<file path="src/rtl/mem_access_unit.sv">
// -----------------------------------------------------------------------------
// mem_access_unit
// MEM pipeline stage of a 32-bit in-order core. It takes the EX/MEM bundle,
// issues at most one data-memory request per instruction, stalls the upstream
// stages while the request is outstanding, and fills the MEM/WB register.
//
// Ports
//   clk, reset (async, active-low)        clock and reset
//   ex_valid, mem_read, mem_write,        EX/MEM control bundle
//   mem_size, mem_signed, reg_write_in,
//   mem_to_reg_in, rd_in
//   alu_result, store_data                address/ALU value and store data
//   dm_req, dm_we, dm_addr, dm_wdata,     data-memory request (word aligned)
//   dm_be
//   dm_ack, dm_rdata                      data-memory completion / read word
//   stall                                 freeze upstream stages
//   wb_valid, wb_reg_write, wb_rd,        MEM/WB register
//   wb_data
//   misalign_err                          one-cycle pulse on misaligned access
//   bus_err (MEM_TIMEOUT_EN only)         one-cycle pulse on ack timeout
//
// Build option: define MEM_TIMEOUT_EN to bound the ACCESS wait to
// TIMEOUT_CYCLES cycles and add the bus_err output.
// -----------------------------------------------------------------------------
module mem_access_unit #(
   parameter int unsigned TIMEOUT_CYCLES = 16
) (
   input  logic        clk,
   input  logic        reset,
   input  logic        ex_valid,
   input  logic        mem_read,
   input  logic        mem_write,
   input  logic [1:0]  mem_size,
   input  logic        mem_signed,
   input  logic        reg_write_in,
   input  logic        mem_to_reg_in,
   input  logic [4:0]  rd_in,
   input  logic [31:0] alu_result,
   input  logic [31:0] store_data,
   output logic        dm_req,
   output logic        dm_we,
   output logic [31:0] dm_addr,
   output logic [31:0] dm_wdata,
   output logic [3:0]  dm_be,
   input  logic        dm_ack,
   input  logic [31:0] dm_rdata,
   output logic        stall,
   output logic        wb_valid,
   output logic        wb_reg_write,
   output logic [4:0]  wb_rd,
   output logic [31:0] wb_data,
`ifdef MEM_TIMEOUT_EN
   output logic        bus_err,
`endif
   output logic        misalign_err
);

   typedef enum logic [1:0] {
      IDLE   = 2'd0,
      ACCESS = 2'd1,
      RESP   = 2'd2
   } state_t;

   state_t      state_q, state_d;
   logic [31:0] addr_q, addr_d;
   logic [1:0]  off_q, off_d;
   logic [1:0]  size_q, size_d;
   logic        signed_q, signed_d;
   logic        we_q, we_d;
   logic        rw_q, rw_d;
   logic [4:0]  rd_q, rd_d;
   logic [31:0] wdata_q, wdata_d;
   logic [3:0]  be_q, be_d;
   logic        wb_valid_q, wb_valid_d;
   logic        wb_rw_q, wb_rw_d;
   logic [4:0]  wb_rd_q, wb_rd_d;
   logic [31:0] wb_data_q, wb_data_d;
   logic        mis_q, mis_d;

   logic        accept_s;
   logic        is_mem_s;
   logic        is_write_s;
   logic        misalign_s;
   logic        start_mem_s;
   logic [3:0]  be_s;
   logic [31:0] wdata_s;
   logic [31:0] lane_s;
   logic [31:0] load_s;
   logic        unused_s;

`ifdef MEM_TIMEOUT_EN
   localparam int unsigned CW = $clog2(TIMEOUT_CYCLES + 1);
   logic [CW-1:0] cnt_q, cnt_d;
   logic          bus_err_q, bus_err_d;
`endif

   // mem_to_reg has no effect here: loads always write back the load result.
   assign unused_s = mem_to_reg_in;

   // A new instruction is taken in IDLE and also in RESP (the stall is already
   // released there); the reset term keeps the combinational request at zero
   // while reset is held.
   assign accept_s    = reset && ((state_q == IDLE) || (state_q == RESP));
   assign is_mem_s    = mem_read | mem_write;
   assign is_write_s  = mem_write & ~mem_read;
   assign start_mem_s = accept_s & ex_valid & is_mem_s & ~misalign_s;

   // Size decode: alignment check, byte enables and write-lane replication.
   always_comb begin
      misalign_s = 1'b0;
      be_s       = 4'b1111;
      wdata_s    = store_data;
      case (mem_size)
         2'b00: begin
            be_s    = 4'b0001 << alu_result[1:0];
            wdata_s = {4{store_data[7:0]}};
         end
         2'b01: begin
            misalign_s = alu_result[0];
            be_s       = 4'b0011 << alu_result[1:0];
            wdata_s    = {2{store_data[15:0]}};
         end
         2'b10: begin
            misalign_s = |alu_result[1:0];
         end
         default: begin
            misalign_s = 1'b1;
            be_s       = 4'b0000;
         end
      endcase
   end

   // Load lane extraction from the returned word using the latched offset.
   always_comb begin
      lane_s = dm_rdata >> {off_q, 3'b000};
      case (size_q)
         2'b00: begin
            if (signed_q) begin
               load_s = {{24{lane_s[7]}}, lane_s[7:0]};
            end else begin
               load_s = {24'd0, lane_s[7:0]};
            end
         end
         2'b01: begin
            if (signed_q) begin
               load_s = {{16{lane_s[15]}}, lane_s[15:0]};
            end else begin
               load_s = {16'd0, lane_s[15:0]};
            end
         end
         default: load_s = lane_s;
      endcase
   end

   // Memory request: straight from the inputs in the issue cycle, then from
   // the latched copy for as long as ACCESS waits for the acknowledge.
   always_comb begin
      dm_req   = 1'b0;
      dm_we    = 1'b0;
      dm_addr  = 32'd0;
      dm_wdata = 32'd0;
      dm_be    = 4'd0;
      if (start_mem_s) begin
         dm_req   = 1'b1;
         dm_we    = is_write_s;
         dm_addr  = {alu_result[31:2], 2'b00};
         dm_wdata = wdata_s;
         dm_be    = be_s;
      end else if (state_q == ACCESS) begin
         dm_req   = 1'b1;
         dm_we    = we_q;
         dm_addr  = addr_q;
         dm_wdata = wdata_q;
         dm_be    = be_q;
      end else begin
         dm_req = 1'b0;
      end
      stall = dm_req;
   end

   // Next-state, request latch and MEM/WB register update.
   always_comb begin
      state_d    = state_q;
      addr_d     = addr_q;
      off_d      = off_q;
      size_d     = size_q;
      signed_d   = signed_q;
      we_d       = we_q;
      rw_d       = rw_q;
      rd_d       = rd_q;
      wdata_d    = wdata_q;
      be_d       = be_q;
      wb_valid_d = 1'b0;
      wb_rw_d    = 1'b0;
      wb_rd_d    = wb_rd_q;
      wb_data_d  = wb_data_q;
      mis_d      = 1'b0;
`ifdef MEM_TIMEOUT_EN
      cnt_d      = cnt_q;
      bus_err_d  = 1'b0;
`endif
      case (state_q)
         IDLE, RESP: begin
            state_d = IDLE;
            if (ex_valid && !is_mem_s) begin
               wb_valid_d = 1'b1;
               wb_rw_d    = reg_write_in;
               wb_rd_d    = rd_in;
               wb_data_d  = alu_result;
            end else if (ex_valid && misalign_s) begin
               // Rejected without touching memory; completes in one cycle.
               wb_valid_d = 1'b1;
               wb_rw_d    = 1'b0;
               wb_rd_d    = rd_in;
               wb_data_d  = alu_result;
               mis_d      = 1'b1;
            end else if (ex_valid) begin
               state_d  = ACCESS;
               addr_d   = {alu_result[31:2], 2'b00};
               off_d    = alu_result[1:0];
               size_d   = mem_size;
               signed_d = mem_signed;
               we_d     = is_write_s;
               rw_d     = reg_write_in;
               rd_d     = rd_in;
               wdata_d  = wdata_s;
               be_d     = be_s;
`ifdef MEM_TIMEOUT_EN
               cnt_d    = '0;
`endif
            end else begin
               state_d = IDLE;
            end
         end
         ACCESS: begin
            if (dm_ack) begin
               state_d    = RESP;
               wb_valid_d = 1'b1;
               wb_rw_d    = rw_q & ~we_q;
               wb_rd_d    = rd_q;
               wb_data_d  = load_s;
            end else begin
`ifdef MEM_TIMEOUT_EN
               if (cnt_q == CW'(TIMEOUT_CYCLES - 1)) begin
                  state_d    = IDLE;
                  wb_valid_d = 1'b1;
                  wb_rw_d    = 1'b0;
                  wb_rd_d    = rd_q;
                  bus_err_d  = 1'b1;
               end else begin
                  cnt_d = cnt_q + CW'(1);
               end
`else
               state_d = ACCESS;
`endif
            end
         end
         default: state_d = IDLE;
      endcase
   end

   // State and datapath registers.
   always_ff @(posedge clk or negedge reset) begin
      if (!reset) begin
         state_q    <= IDLE;
         addr_q     <= 32'd0;
         off_q      <= 2'd0;
         size_q     <= 2'd0;
         signed_q   <= 1'b0;
         we_q       <= 1'b0;
         rw_q       <= 1'b0;
         rd_q       <= 5'd0;
         wdata_q    <= 32'd0;
         be_q       <= 4'd0;
         wb_valid_q <= 1'b0;
         wb_rw_q    <= 1'b0;
         wb_rd_q    <= 5'd0;
         wb_data_q  <= 32'd0;
         mis_q      <= 1'b0;
`ifdef MEM_TIMEOUT_EN
         cnt_q      <= '0;
         bus_err_q  <= 1'b0;
`endif
      end else begin
         state_q    <= state_d;
         addr_q     <= addr_d;
         off_q      <= off_d;
         size_q     <= size_d;
         signed_q   <= signed_d;
         we_q       <= we_d;
         rw_q       <= rw_d;
         rd_q       <= rd_d;
         wdata_q    <= wdata_d;
         be_q       <= be_d;
         wb_valid_q <= wb_valid_d;
         wb_rw_q    <= wb_rw_d;
         wb_rd_q    <= wb_rd_d;
         wb_data_q  <= wb_data_d;
         mis_q      <= mis_d;
`ifdef MEM_TIMEOUT_EN
         cnt_q      <= cnt_d;
         bus_err_q  <= bus_err_d;
`endif
      end
   end

   assign wb_valid     = wb_valid_q;
   assign wb_reg_write = wb_rw_q;
   assign wb_rd        = wb_rd_q;
   assign wb_data      = wb_data_q;
   assign misalign_err = mis_q;
`ifdef MEM_TIMEOUT_EN
   assign bus_err      = bus_err_q;
`endif

endmodule
</file>
<file path="config.mk">
export PLATFORM = sky130hd
export DESIGN_NAME = mem_access_unit
export DESIGN_NICKNAME = d
export VERILOG_FILES = /design/src/rtl/mem_access_unit.sv
export SDC_FILE = /design/constraint.sdc
export NUM_CORES = 1
export LEC_CHECK = 0
export ABC_AREA = 0
export CAP_MARGIN = 20
export CORE_UTILIZATION = 50
export DETAILED_ROUTE_END_ITERATION = 6
export PLACE_DENSITY = 0.95
export SLEW_MARGIN = 20
export SYNTH_ARGS = -nofsm -noshare
export SYNTH_HDL_FRONTEND = slang
export SYNTH_SLANG_ARGS = --single-unit
</file>
<file path="constraint.sdc">
create_clock -name clk -period 5.5 [get_ports clk]
set_clock_uncertainty 0.15 [all_clocks]
set_input_delay 1.1 -clock clk [delete_from_list [all_inputs] [get_ports clk]]
set_output_delay 1.1 -clock clk [all_outputs]
set_load 0.03 [all_outputs]
</file>
Yosys cells after proc, flatten, opt, wreduce, memory -nomap -nowiden
Index checks and enable logic that the tools add are counted.
{"block": "totals", "elab_cells": 87, "inputBits": 112, "reg_bits": 120}
{"block": "classes", "reduce_logical": 13, "n_bitwise": 11, "n_shift": 3, "n_eq_ne": 7, "muxes": 38}
{"cell": "two-way mux 32 bit", "count": 9}
{"cell": "case mux 32 bit (2 select lines)", "count": 3}
{"cell": ">> shifter 32 x 5 -> 32 bit", "count": 1}
{"cell": "two-way mux 5 bit", "count": 3}
{"cell": "two-way mux 1 bit", "count": 14}
{"cell": "case mux 4 bit (3 select lines)", "count": 1}
{"cell": "case mux 5 bit (2 select lines)", "count": 1}
{"cell": "two-way mux 4 bit", "count": 2}
{"cell": "equality test 2 x 1 -> 1 bit, second input constant", "count": 3}
{"cell": "logical NOT 2 bit", "count": 3}
{"cell": "AND 1 bit", "count": 5}
{"cell": "NOT 1 bit", "count": 5}
{"cell": "equality test 2 bit, second input constant", "count": 2}
{"cell": "case mux 1 bit (2 select lines)", "count": 2}
{"cell": "case mux 2 bit (2 select lines)", "count": 1}
{"cell": "AND reduction 4 bit", "count": 1}
{"cell": "OR reduction 2 bit", "count": 2}
{"cell": "left shift 1 x 2 -> 4 bit, first input constant", "count": 1}
{"cell": "left shift 2 x 2 -> 4 bit, first input constant", "count": 1}
{"cell": "logical AND 1 bit", "count": 3}
{"cell": "inequality test 3 bit, second input constant", "count": 1}
{"cell": "case mux 1 bit (3 select lines)", "count": 1}
{"cell": "AND reduction 3 bit", "count": 1}
{"cell": "two-way mux 2 bit", "count": 1}
{"cell": "5 further kinds", "count": 5}

Longest topological paths before layout
{"block": "depth", "word_depth": 7, "depth_mapped": 9, "ltp_nobuf": 6}

Worst setup path before layout
No wires, ideal clock.
{"block": "synth_timing", "path_kind": "in2out", "from": "in alu_result[1]", "to": "out dm_wdata[23]", "setup_slack_ps": 1315, "t_required_ps": 4250, "cell_stages": 7, "t_arrival_ps": 2935, "path_buffers": 2, "cell_sequence": "buf_2 > nor3_4 > nor2_1 > nor3_4 > nand2_2 > clkbuf_1 > o21ai_0"}
{"block": "synth_via", "elab_chain_len": 5}
{"element": "start: declaration", "line": "38", "text": "input logic [31:0] alu_result,"}
{"element": "OR reduction 2 bit", "line": "124", "text": "misalign_s = |alu_result[1:0];"}
{"element": "case mux 1 bit (3 select lines)", "line": "113", "text": "case (mem_size)"}
{"element": "NOT 1 bit", "line": "106", "text": "assign start_mem_s = accept_s & ex_valid & is_mem_s & ~misalign_s;"}
{"element": "AND 1 bit", "line": "106"}
{"element": "two-way mux 32 bit", "line": "163", "text": "if (start_mem_s) begin"}
{"element": "end: declaration", "line": "43", "text": "output logic [31:0] dm_wdata,"}
Every way passes these cells.

Final worst setup path
{"block": "layout_timing", "from": "in alu_result[0]", "to": "out dm_addr[7]"}
{"block": "layout_via", "elab_chain_len": 5}
{"element": "OR reduction 2 bit", "line": "124"}
{"element": "case mux 1 bit (3 select lines) *", "line": "113"}
{"element": "NOT 1 bit *", "line": "106"}
{"element": "AND 1 bit *", "line": "106"}
{"element": "two-way mux 32 bit *", "line": "163"}
{"element": "end: declaration", "line": "42", "text": "output logic [31:0] dm_addr,"}
Every way passes the cells marked *; elsewhere a longest branch is shown, timed or not.

==> results.sh <==
export IMPL_coreArea_mm2=0.0127
export IMPL_vdd_drop_max_mv=0.229
export IMPL_setup_viol=0
export IMPL_max_freq_mhz=210
export IMPL_clk_pin_slew_ns=0.05
export IMPL_synth_edf_count=0
export IMPL_hpwlAfterDp_um=13800
export IMPL_rows=41
export IMPL_holdBufCountCts=0
export IMPL_ant_nets=0
export IMPL_cts_buffers_inserted=17
export IMPL_routed_wl_um=20300
export IMPL_yosysSeqAreaShare_pct=45.8
export IMPL_die_x_um=116
export IMPL_grt_pass1_vias=6291
export IMPL_synth_compound_area_share_pct=21.0
export IMPL_die_area_mm2=0.0136
export IMPL_start_util_pct=51.5
export IMPL_post_cts_buffers=0
export IMPL_grt_pass1_wl_um=31500
export IMPL_drc=0
export IMPL_via_per_inst=5.72
export IMPL_setup_tns_ns=0
export IMPL_report_final_slew_viol_count=0
export IMPL_ys_flop_type="dfrtp_1"
export IMPL_yosys_area_share_simple_pct=18.0
export IMPL_clockBufferDepth=2
export IMPL_fillers=890
export IMPL_min_path_type="in2async"
export IMPL_htree_levels=4
export IMPL_via_count=6437
export IMPL_clock_root_buffer="clkbuf_16"
export IMPL_num_antenna_cells=0
export IMPL_leakagePower_nw=4.23
export IMPL_io_pins=223
export IMPL_ys_ff_latch=120
export IMPL_tightest_slew_ns=0.985
export IMPL_portBuffers=219
export IMPL_cts_resized=0
export IMPL_period_minus_slack_ns=4.76
export IMPL_pre_cts_ws_ns=0.778
export IMPL_hold_violations=0
export IMPL_die_h_um=116
export IMPL_final_nets=1053
export IMPL_arrival_ns=3.51
export IMPL_grt_usage_pct=30.7
export IMPL_synth_xor_area_share_pct=0
export IMPL_drv_cap=0
export IMPL_netlist_area_mm2=0.00655
export IMPL_drive_gt1_share_pct=15.9
export IMPL_finalWorstSetupSlack_ns=0.741
export IMPL_path_cells="clkdlybuf4s50_1 > a21oi_2 > nor2_1 > nor3_4 > and2_2 > buf_12 > a22o_1 > buf_4"
export IMPL_synth_top_family_by_area="compound AO/OA/AOI/OAI gates"
export IMPL_synthAdderAreaFrac_pct=0
export IMPL_mostFrequentLayoutCells="nand2_1 (218), clkdlybuf4s50_1 (149), dfrtp_1 (120)"
export IMPL_area_growth_pct=41.7
export IMPL_clkSinkCount=120
export IMPL_first_pass_iters=5
export IMPL_worstSkewPairLatency_ns=0.41
export IMPL_drt_iter0_drc=632
export IMPL_cp_slowest_cell="clkdlybuf4s50_1"
export IMPL_cts_tree="built"
export IMPL_drt_wirelength_per_cell_um=18.1
export IMPL_syn_area_per_cell_um2=8.65
export IMPL_grt_overflow=0
export IMPL_cp_required_ns=4.25
export IMPL_antenna_found_initial=0
export IMPL_ys_types=46
export IMPL_ys_warn_count=0
export IMPL_crit_path_start_kind="primary input"
export IMPL_gp_congestion=0.842
export IMPL_layout_commonest_cell="nand2_1"
export IMPL_outcome="finished, final reports clean"
export IMPL_post_route_period_util_pct=86.5
export IMPL_reg2regPathDepth=6
export IMPL_grt_max_degree=96
export IMPL_async_reset_ff_share_pct=100
export IMPL_synth_area_mux_share_pct=10.0
export IMPL_powerDensity_mw_per_mm2=409
export IMPL_crit_type="in2out"
export IMPL_max_stage_delay_ns=0.64
export IMPL_max_slew_margin_pct=34.3
export IMPL_rsz0062_at_grt="no"
export IMPL_synthCells=757
export IMPL_crit_fanout=22
export IMPL_crit_path_end_kind="primary output"
[through the flow]
stage	power [W]	hold slack (ns)	cells	util (%)	cell area [um2]
floorplan	0.00209	0.296	758	-	6560
global placement	0.00259	0.307	1093	68.1	8660
detailed placement	0.00264	0.313	1093	68.1	8660
CTS	0.00380	0.308	1125	72.9	9270
global route	0.00398	0.304	1126	73.0	9280
finish	0.00380	0.315	1126	73.0	9280
[final timing paths]
kind | startpoint | endpoint | slack, ns
max | alu_result[0] | dm_addr[7] | 0.74
min | reset | wb_rd[0]$_DFFE_PN0P_ | 0.32
max reg2reg | state_q[0]$_DFF_PN0_ | wb_data[18]$_DFFE_PN0P_ | 2.32
min reg2reg | wdata_q[2]$_DFFE_PN0P_ | wdata_q[2]$_DFFE_PN0P_ | 0.32
max in group asynchronous | reset | be_q[1]$_DFFE_PN0P_ | 3.77
min in group clk | wdata_q[2]$_DFFE_PN0P_ | wdata_q[2]$_DFFE_PN0P_ | 0.32
[cells in the mapped netlist (all sizes together), types with 3 or more instances]
library cell,instances,share of area [%]
a21o,8,0.92
a21oi,58,4.5
a22o,40,5.3
a22oi,9,1.1
a31oi,12,1.1
and2,3,0.29
buf,32,2.9
clkbuf,34,1.9
dfrtp,120,46
inv,4,0.23
mux2,27,4.7
mux2i,35,5.3
nand2,219,13
nand2b,5,0.48
nand3,8,0.61
nor2,39,2.3
nor2b,4,0.38
nor3,4,0.65
o211ai,11,1.3
o21ai,71,5.4
[metal layers]
layer / part of all wire (%) / global-route usage (%)
met3: 7.9 / 8.56
met1: 39 / 36.8
met5: 0 / 0
met4: 3.4 / 15.4
met2: 50 / 50.7
[cell type report]
| type | count | area (um2) | area share [%] |
|---|---|---|---|
| Timing Repair Buffer | 230 | 2210 | 23.8 |
| Inverter | 4 | 15.0 | 0.162 |
| Clock inverter | 14 | 174 | 1.87 |
| Sequential cell | 120 | 3000 | 32.3 |
| Multi-Input combinational cell | 568 | 3230 | 34.8 |
| Clock buffer | 18 | 439 | 4.73 |
| Tap cell | 172 | 215 | 2.32 |
[registers in the layout, summed over array words and instances (netlist names)]
| signal | flops |
|---|---|
| addr_q | 30 |
| be_q | 4 |
| misalign_err | 1 |
| off_q | 2 |
| rd_q | 5 |
| rw_q | 1 |
| signed_q | 1 |
| size_q | 2 |
| state_q | 2 |
| wb_data | 32 |
| wb_rd | 5 |
| wb_reg_write | 1 |
| wb_valid | 1 |
| wdata_q | 32 |
| we_q | 1 |
[power by group]
group          switching (W)  total, W  internal [W]  leakage (nW)
combinational       0.000803   0.00137      0.000566          2.48
sequential          0.000157   0.00128       0.00112          1.46
clock               0.000422   0.00115      0.000727         0.289
total                0.00138   0.00380       0.00241          4.23
[kinds of logic after synthesis]
group / Yosys count
AND/OR/NAND/NOR: 288
AO/OA/AOI/OAI: 216
multiplexers: 62
buffers and inverters: 70
flip-flops: 120
other: 1
[critical path, delay by kind of cell]
| kind | cells | cell delay (ns) |
|---|---|---|
| buffers and inverters | 3 | 1.03 |
| and+or+nand+nor | 3 | 0.83 |
| AOI/OAI and AO/OA | 2 | 0.52 |
(Power assumes the default switching activity.)
